[config.mk]
export PLATFORM = sky130hd
export DESIGN_NAME = poly_mac
export DESIGN_NICKNAME = d
export VERILOG_FILES = /design/src/rtl/poly_mac_pkg.sv /design/src/rtl/poly_mac_dp.sv /design/src/rtl/poly_mac.sv
export SDC_FILE = /design/constraint.sdc
export NUM_CORES = 1
export LEC_CHECK = 0
export BUFFER_PORTS_ARGS = -buffer_cell sky130_fd_sc_hd__buf_2
export CORE_MARGIN = 4
export CORE_UTILIZATION = 45
export CTS_BUF_LIST = sky130_fd_sc_hd__clkbuf_8
export DETAILED_ROUTE_END_ITERATION = 10
export PLACE_DENSITY = 0.73
export SETUP_SLACK_MARGIN = 0.2
export SYNTH_ARGS = -nofsm -noshare
export SYNTH_HDL_FRONTEND = slang
export SYNTH_SLANG_ARGS = --single-unit
[constraint.sdc]
create_clock -name clk -period 6.8 [get_ports clk]
set_input_delay 0.68 -clock clk [delete_from_list [all_inputs] [get_ports clk]]
set_output_delay 0.68 -clock clk [all_outputs]
set_load 0.01 [all_outputs]
[src/rtl/poly_mac_pkg.sv]
// Shared types and helpers for poly_mac.
// POLY_MAC_SAT_EN (optional macro) selects saturating instead of wrapping arithmetic.
package poly_mac_pkg;

  typedef enum logic [1:0] {StIdle, StAcc, StOut} state_e;

  localparam logic MODE_HORNER = 1'b0;
  localparam logic MODE_PSUM   = 1'b1;

  // Signed limit of a width-bit two's-complement value (upper or lower bound).
  function automatic logic signed [63:0] sat_limit(input int unsigned width, input logic upper);
    logic signed [63:0] one;
    one = 64'sd1;
    if (upper) return (one <<< (width - 1)) - one;
    else       return -(one <<< (width - 1));
  endfunction

endpackage

[src/rtl/poly_mac_dp.sv]
// Datapath for poly_mac: full-precision multiply/add followed by wrap or saturate to ACC_W.
// POLY_MAC_SAT_EN defined: saturate each step; undefined: wrap modulo 2^ACC_W.
module poly_mac_dp
  import poly_mac_pkg::*;
#(
  parameter int unsigned DW    = 8,
  parameter int unsigned ACC_W = 24
) (
  input  logic                    first,
  input  logic                    mode,
  input  logic signed [ACC_W-1:0] acc,
  input  logic signed [DW-1:0]    x_q,
  input  logic signed [DW-1:0]    in_a,
  input  logic signed [DW-1:0]    in_x,
  output logic signed [ACC_W-1:0] acc_next,
  output logic                    ovf
);

  // Wide enough for acc*x + a without loss.
  localparam int unsigned FW = ACC_W + DW + 1;
  localparam logic signed [FW-1:0] MaxV = FW'(sat_limit(ACC_W, 1'b1));
  localparam logic signed [FW-1:0] MinV = FW'(sat_limit(ACC_W, 1'b0));

  logic signed [FW-1:0] a_ext, x_ext, xq_ext, acc_ext, prod_ax, full;

  // Compute one accumulation step at full precision and reduce it.
  always_comb begin
    a_ext   = {{(FW-DW){in_a[DW-1]}}, in_a};
    x_ext   = {{(FW-DW){in_x[DW-1]}}, in_x};
    xq_ext  = {{(FW-DW){x_q[DW-1]}}, x_q};
    acc_ext = {{(FW-ACC_W){acc[ACC_W-1]}}, acc};
    prod_ax = a_ext * x_ext;
    if (first) full = (mode == MODE_PSUM) ? prod_ax : a_ext;
    else       full = (mode == MODE_PSUM) ? acc_ext + prod_ax : acc_ext * xq_ext + a_ext;
    ovf = (full > MaxV) || (full < MinV);
`ifdef POLY_MAC_SAT_EN
    if (full > MaxV)      acc_next = MaxV[ACC_W-1:0];
    else if (full < MinV) acc_next = MinV[ACC_W-1:0];
    else                  acc_next = full[ACC_W-1:0];
`else
    acc_next = full[ACC_W-1:0];
`endif
  end

endmodule

[src/rtl/poly_mac.sv]
// Horner / product-sum multiply-accumulate with valid/ready handshake.
// POLY_MAC_SAT_EN (optional macro) makes arithmetic saturate; default wraps.
module poly_mac
  import poly_mac_pkg::*;
#(
  parameter int unsigned DW      = 8,
  parameter int unsigned ACC_W   = 24,
  parameter int unsigned MAX_LEN = 16
) (
  input  logic                    clk,
  input  logic                    reset,
  input  logic                    mode,
  input  logic signed [DW-1:0]    in_a,
  input  logic signed [DW-1:0]    in_x,
  input  logic                    valid_in,
  input  logic                    last_in,
  output logic                    in_ready,
  output logic                    valid_out,
  input  logic                    out_ready,
  output logic signed [ACC_W-1:0] result,
  output logic                    overflow,
  output logic                    len_err
);

  localparam int unsigned CW = $clog2(MAX_LEN + 1);

  state_e                  state_q;
  logic signed [ACC_W-1:0] acc_q, acc_nxt;
  logic signed [DW-1:0]    x_q;
  logic                    mode_q, ovf_q, len_err_q, dp_ovf;
  logic [CW-1:0]           cnt_q, cnt_nxt;
  logic                    first, accept, is_last;

  // Beat qualification and end-of-transaction detection.
  always_comb begin
    first   = (state_q == StIdle);
    accept  = valid_in && in_ready;
    cnt_nxt = first ? CW'(1) : cnt_q + CW'(1);
    is_last = last_in || (cnt_nxt == CW'(MAX_LEN));
  end

  poly_mac_dp #(
    .DW    (DW),
    .ACC_W (ACC_W)
  ) u_dp (
    .first    (first),
    .mode     (first ? mode : mode_q),
    .acc      (acc_q),
    .x_q      (x_q),
    .in_a     (in_a),
    .in_x     (in_x),
    .acc_next (acc_nxt),
    .ovf      (dp_ovf)
  );

  // FSM, accumulator, beat counter and sticky flags.
  always_ff @(posedge clk) begin
    if (!reset) begin
      state_q   <= StIdle;
      acc_q     <= '0;
      x_q       <= '0;
      mode_q    <= MODE_HORNER;
      cnt_q     <= '0;
      ovf_q     <= 1'b0;
      len_err_q <= 1'b0;
    end else begin
      case (state_q)
        StIdle, StAcc: begin
          if (accept) begin
            acc_q <= acc_nxt;
            cnt_q <= cnt_nxt;
            if (first) begin
              mode_q <= mode;
              x_q    <= in_x;
              ovf_q  <= dp_ovf;
            end else begin
              ovf_q  <= ovf_q | dp_ovf;
            end
            if (is_last) begin
              state_q   <= StOut;
              len_err_q <= !last_in;
            end else begin
              state_q   <= StAcc;
            end
          end
        end
        StOut: if (out_ready) state_q <= StIdle;
        default: state_q <= StIdle;
      endcase
    end
  end

  assign in_ready  = (state_q != StOut);
  assign valid_out = (state_q == StOut);
  assign result    = acc_q;
  assign overflow  = ovf_q;
  assign len_err   = len_err_q;

endmodule

Word level (Yosys, flattened, before mapping)

Cells that the tools add are included.
Widths: inputs -> output; s select.

Add/subtract/negate cells: 3
Multiply operators: 2
Magnitude comparators: 2
Equality and inequality tests: 6
Multiplexer cells: 10
Bitwise gates (word level): 1
Reduce and logical (&&, ||, !) cells: 10

Operator list:

| operator             | number |
|---|---|
| $mux 33              | 3 |
| $add 32x8->33        | 1 |
| $gt 33x24->1 const B | 1 |
| $lt 33x24->1 const B | 1 |
| $mul 24x8->32        | 1 |
| $add 24x16->25       | 1 |
| $mul 8x8->16         | 1 |
| $mux 2               | 3 |
| $reduce_and 3->1     | 2 |
| $add 5x1->5 const B  | 1 |
| $eq 5x5->1 const B   | 1 |
| $mux 5               | 1 |
| $ne 2x2->1 const B   | 2 |
| $pmux 2 s2           | 1 |
| $reduce_and 2->1     | 2 |
| $eq 2x1->1 const B   | 1 |
| $eq 2x2->1 const B   | 1 |
| $logic_not 2->1      | 1 |
| $logic_or 1x1->1     | 2 |
| $mux 1               | 2 |
| $ne 2x1->1 const B   | 1 |
| $reduce_or 2->1      | 1 |
| $logic_and 1x1->1    | 1 |
| $logic_not 1->1      | 1 |
| $or 1x1->1           | 1 |

Register bits after elaboration: 42
Input port bits: 22
Word-level logic and storage cells: 41

Longest topological paths before layout

Depth in word-level cells: 8
Depth in mapped cells: 31
Mapped depth without buffers: 30

Modules after synthesis

From an unflattened synthesis, not the netlist that was laid out.

Cells, all modules: 1553
Area total of the unflattened synthesis: 13230.2 um2

By module, submodules not included:

| module      | times used | cells each | area each (um2) | sequential area each (um2) |
|---|---|---|---|---|
| poly_mac_dp | 1          | 1354       | 11623.6         | 0.0 |
| poly_mac    | 1          | 199        | 1606.5          | 840.8 |

Worst setup path before layout

OpenSTA, ideal clock, no wires.

Path type: input -> register
Start: in in_a[5]
End: reg ovf_q, in the netlist overflow
Setup time: 134 ps
Data arrival time: 6643 ps
Slack: 23 ps
Stages: 30
Buffers on the path: 1
Cell sequence: clkbuf_1 -> and2_1 -> fa_1 -> inv_1 -> fa_1 -> inv_1 -> fa_1 -> inv_1 -> fa_1 -> inv_1 -> ha_1 -> a21oi_1 -> o21bai_1 -> a21oi_1 -> o21bai_1 -> a21oi_1 -> o21ai_0 -> or3_1 -> and2_1 -> ha_1 -> and3_1 -> nand3_1 -> o22ai_1 -> o31ai_1 -> o21ai_0 -> a21oi_1 -> a31oi_1 -> o31ai_2 -> nor4b_1 -> a211oi_1

Word-level cells in the longest chain between the ends: 8
Elaborated cells between the ends (all ways): 11

Ends and longest elaborated chain:

| element                                      | line              | text |
|---|---|---|
| from (decl)                                  | poly_mac.sv:13    | `input logic signed [DW-1:0] in_a,` |
| $mul 8x8->16                                 | poly_mac_dp.sv:32 | `prod_ax = a_ext * x_ext;` |
| $add 24x16->25                               | poly_mac_dp.sv:34 | `else full = (mode == MODE_PSUM) ? acc_ext + prod_ax : acc_ext * xq_ext + a_ext;` |
| $mux 33                                      | poly_mac_dp.sv:34 |  |
| $mux 33 (*)                                  | poly_mac_dp.sv:33 | `if (first) full = (mode == MODE_PSUM) ? prod_ax : a_ext;` |
| $gt 33x24->1 or $lt 33x24->1 (tied branches) | poly_mac_dp.sv:35 | `ovf = (full > MaxV) \|\| (full < MinV);` |
| $logic_or 1x1->1 (*)                         | poly_mac_dp.sv:35 |  |
| $or 1x1->1                                   | poly_mac.sv:77    | `ovf_q <= ovf_q \| dp_ovf;` |
| $mux 1 (*)                                   | poly_mac.sv:72    | `if (first) begin` |
| to (signal assigned)                         | poly_mac.sv:75    | `ovf_q <= dp_ovf;` |
| to (signal assigned)                         | poly_mac.sv:77    |  |
| to (decl)                                    | poly_mac.sv:30    | `logic mode_q, ovf_q, len_err_q, dp_ovf;` |

Every way passes the cells marked *; elsewhere a longest branch is shown, timed or not.
A chain may end at the register's enable or synchronous reset.

Final worst setup path

Start: in in_a[3]
End: reg ovf_q, in the netlist overflow

The elaborated chain is that of the path after synthesis.

==> flow_metrics.py <==
metrics = {
    "run_status": {
        "status": "completed",
    },
    "clocking": {
        "cts_buffers": 5,
        "cts_root_buffer": "clkbuf_8",
        "cts_sinks": 42,
        "clockBufferDepth": 2,
        "cts_hold_buf": 0,
        "cts_tree": "built",
        "insertion_delay_ns": 0.34,
        "htree_levels": 2,
        "clk_pin_slew_ns": 0.10,
    },
    "floorplan": {
        "floorplan.initialDensity": 0.461,
        "core_area_um2": 29000,
        "die_x_um": 180,
        "die_area_um2": 32600,
        "io_pins": 50,
        "rows": 62,
        "chipHeight_um": 180,
    },
    "sta": {
        "finalCritPeriodShare": 0.942,
        "min_period_ns": 6.40,
        "drv_slew": 0,
        "skew_ns": 0.00630,
        "max_freq_mhz": 156,
        "worst_pin_slew_ns": 1.18,
        "fin_hold_ws_ns": 0.481,
        "slew_headroom": 0.213,
        "grt_setup_unrepaired": "no",
        "hold_viol": 0,
        "finalSetupViolCount": 0,
        "setup_tns_ns": 0,
    },
    "pwr": {
        "peakVddDrop_mv": 0.409,
        "p_leak_nw": 7.24,
        "power.density_nw_per_um2": 422,
    },
    "logic_synthesis": {
        "synth_ff_type": "dfxtp_1",
        "synthArstFlopShare": 0,
        "synth_warnings": 0,
        "netlist_area_um2": 13400,
        "synth.avg_cell_area_um2": 8.46,
        "yosysUniqueCellTypes": 66,
        "netlist_instances": 1582,
        "yosysMostFrequentCell": "inv_1",
        "ys_seq_area_frac": 0.0629,
        "syn_nets": 1965,
        "synth_top_area_share": 0.350,
        "ys_top_cells_by_count": "inv_1, fa_1, nand2_1, and2_1, ha_1",
        "synth_seq_cells": 42,
        "yosys-top-cells-area": "fa_1, ha_1, inv_1",
        "synth_edf_count": 0,
        "yosysTopAreaCell": "fa_1",
    },
    "final_layout": {
        "num-nets-final": 2024,
        "drive_above_1_share": 0.128,
        "syn_to_final_growth_pct": 11.0,
        "layoutNonFillerInstCount": 2026,
        "fillers": 2706,
        "finalInstanceArea_um2": 14800,
        "diodes": 0,
    },
    "drt": {
        "viasPerCell": 5.47,
        "routed_wl_um": 33700,
        "drtAntennaViolNets": 0,
        "wl_per_cell_um": 16.7,
        "drc": 0,
        "drt_iter0_markers": 702,
        "dr.pass1.iters": 5,
        "vias": 11100,
    },
    "worst_setup_path": {
        "critPathMaxStageDelay_ns": 0.56,
        "worstPathRequired_ns": 7.03,
        "arrival_ns": 6.63,
        "setup.worst_path.end_class": "flip-flop",
        "path_common_cell": "fa_1",
        "path_class": "in2reg",
        "worstSetupStartpointType": "input port",
        "critPathMaxFanout": 5,
        "cpMaxStageDelayCell": "fa_1",
    },
    "placed_design": {
        "dp_cells": 2009,
        "port_buffers": 49,
        "routabilityCongestion": 0.922,
        "dpl_cell_area_um2": 14400,
        "place_hpwl_um": 27600,
    },
    "global_route": {
        "met3_usage": 0.0305,
        "grt_pass1_vias": 11400,
        "grt_max_degree": 45,
        "use_met1": 0.284,
        "grt_use_total": 0.206,
        "antenna_found_initial": 0,
        "gr-usage-met2": 0.347,
        "grt_busiest_layer": "met2",
        "overflow": 0,
        "grt_pass1_wl_um": 56200,
    },
    "job": {
        "max-cap-violations": 0,
    },
    "min_path": {
        "hold_class": "reg2reg",
    },
}
-- where the power goes --
part	total, W	internal, W	switching [W]
Clock	0.000195	0.0000771	0.000118
Sequential	0.000423	0.000286	0.000137
Combinational	0.00565	0.00252	0.00314
Total	0.00627	0.00288	0.00339
-- cell type report --
cell class,count,area (um^2),area share
clock buffers,5,68.8,0.00463
multi-input cells,1210,11600,0.779
inverters,255,961,0.0647
repair buffers,127,897,0.0604
clock inverters,3,28.8,0.00194
flip-flops and latches,42,842,0.0567
well taps,384,480,0.0324
-- critical path: cells and delay by family --
kind | cells | cell delay [ns]
and+or+nand+nor | 6 | 1.43
buffers and inverters | 5 | 0.43
AOI/OAI and AO/OA | 12 | 1.52
adders and majority gates | 6 | 2.54
-- final timing paths --
kind	from	end	slack, ns	cells past startpoint
max	in_a[3]	overflow$_SDFFE_PN0P_	0.40	29
min	x_q[4]$_SDFFE_PN0P_	x_q[4]$_SDFFE_PN0P_	0.48	2
max reg2reg	result[14]$_SDFFE_PN0P_	overflow$_SDFFE_PN0P_	0.53	20
min reg2reg	x_q[4]$_SDFFE_PN0P_	x_q[4]$_SDFFE_PN0P_	0.48	2
-- routing by layer --
| metal | wire [um] | share of wire |
|---|---|---|
| met5 | 0 | 0 |
| met3 | 1830 | 0.054 |
| met2 | 16400 | 0.49 |
| met4 | 586 | 0.017 |
| met1 | 14900 | 0.44 |
-- layout by cell type, fill, tap and decap left out, types with 17 or more instances in the layout --
cell	synthesis	final
fa_1	234	230
nand3_1	22	21
buf_4	0	70
dfxtp_1	42	41
ha_1	127	119
inv_1	255	247
o21ai_0	49	41
nor2b_1	21	19
buf_2	2	46
a211oi_1	20	17
a21o_1	27	27
nand2b_1	33	33
xnor2_1	42	41
a21oi_1	76	69
xor2_1	23	23
and2_1	128	121
nand2_1	200	199
nor2_1	53	52
-- repair_timing --
item / CTS / global route
gates cloned: 0 / 0
pin swaps: 0 / 35
buffers inserted: 0 / 9
resized for setup: 1 / 77
setup endpoints to repair: 1 / 8
-- flip-flops by register name (all words and copies together), names as in the netlist --
| register | flops |
|---|---|
| result | 24 |
| x_q | 8 |
| cnt_q | 5 |
| state_q | 2 |
| len_err | 1 |
| mode_q | 1 |
| overflow | 1 |
-- kinds of logic (layout without fill, tap and decap cells) --
kind of cell,after synthesis,count (layout),synth area share
flip-flops,42,42,0.0629
AND/OR/NAND/NOR,495,495,0.183
XOR/XNOR,65,65,0.0426
multiplexers,8,8,0.00692
adder cells (fa/ha/maj),361,361,0.469
AO/OA/AOI/OAI,281,281,0.142
buffers and inverters,330,390,0.0933
-- stage by stage --
step / total power, W / worst slack, ns / utilization
3_3_place_gp: 0.00530 / -0.0265 / 0.495
3_5_place_dp: 0.00541 / -0.135 / 0.495
2_1_floorplan: 0.00402 / 0.167 / -
4_1_cts: 0.00564 / 0.200 / 0.499
6_report: 0.00627 / 0.397 / 0.512
5_1_grt: 0.00688 / 0.104 / 0.512
(Power assumes the default switching activity.)
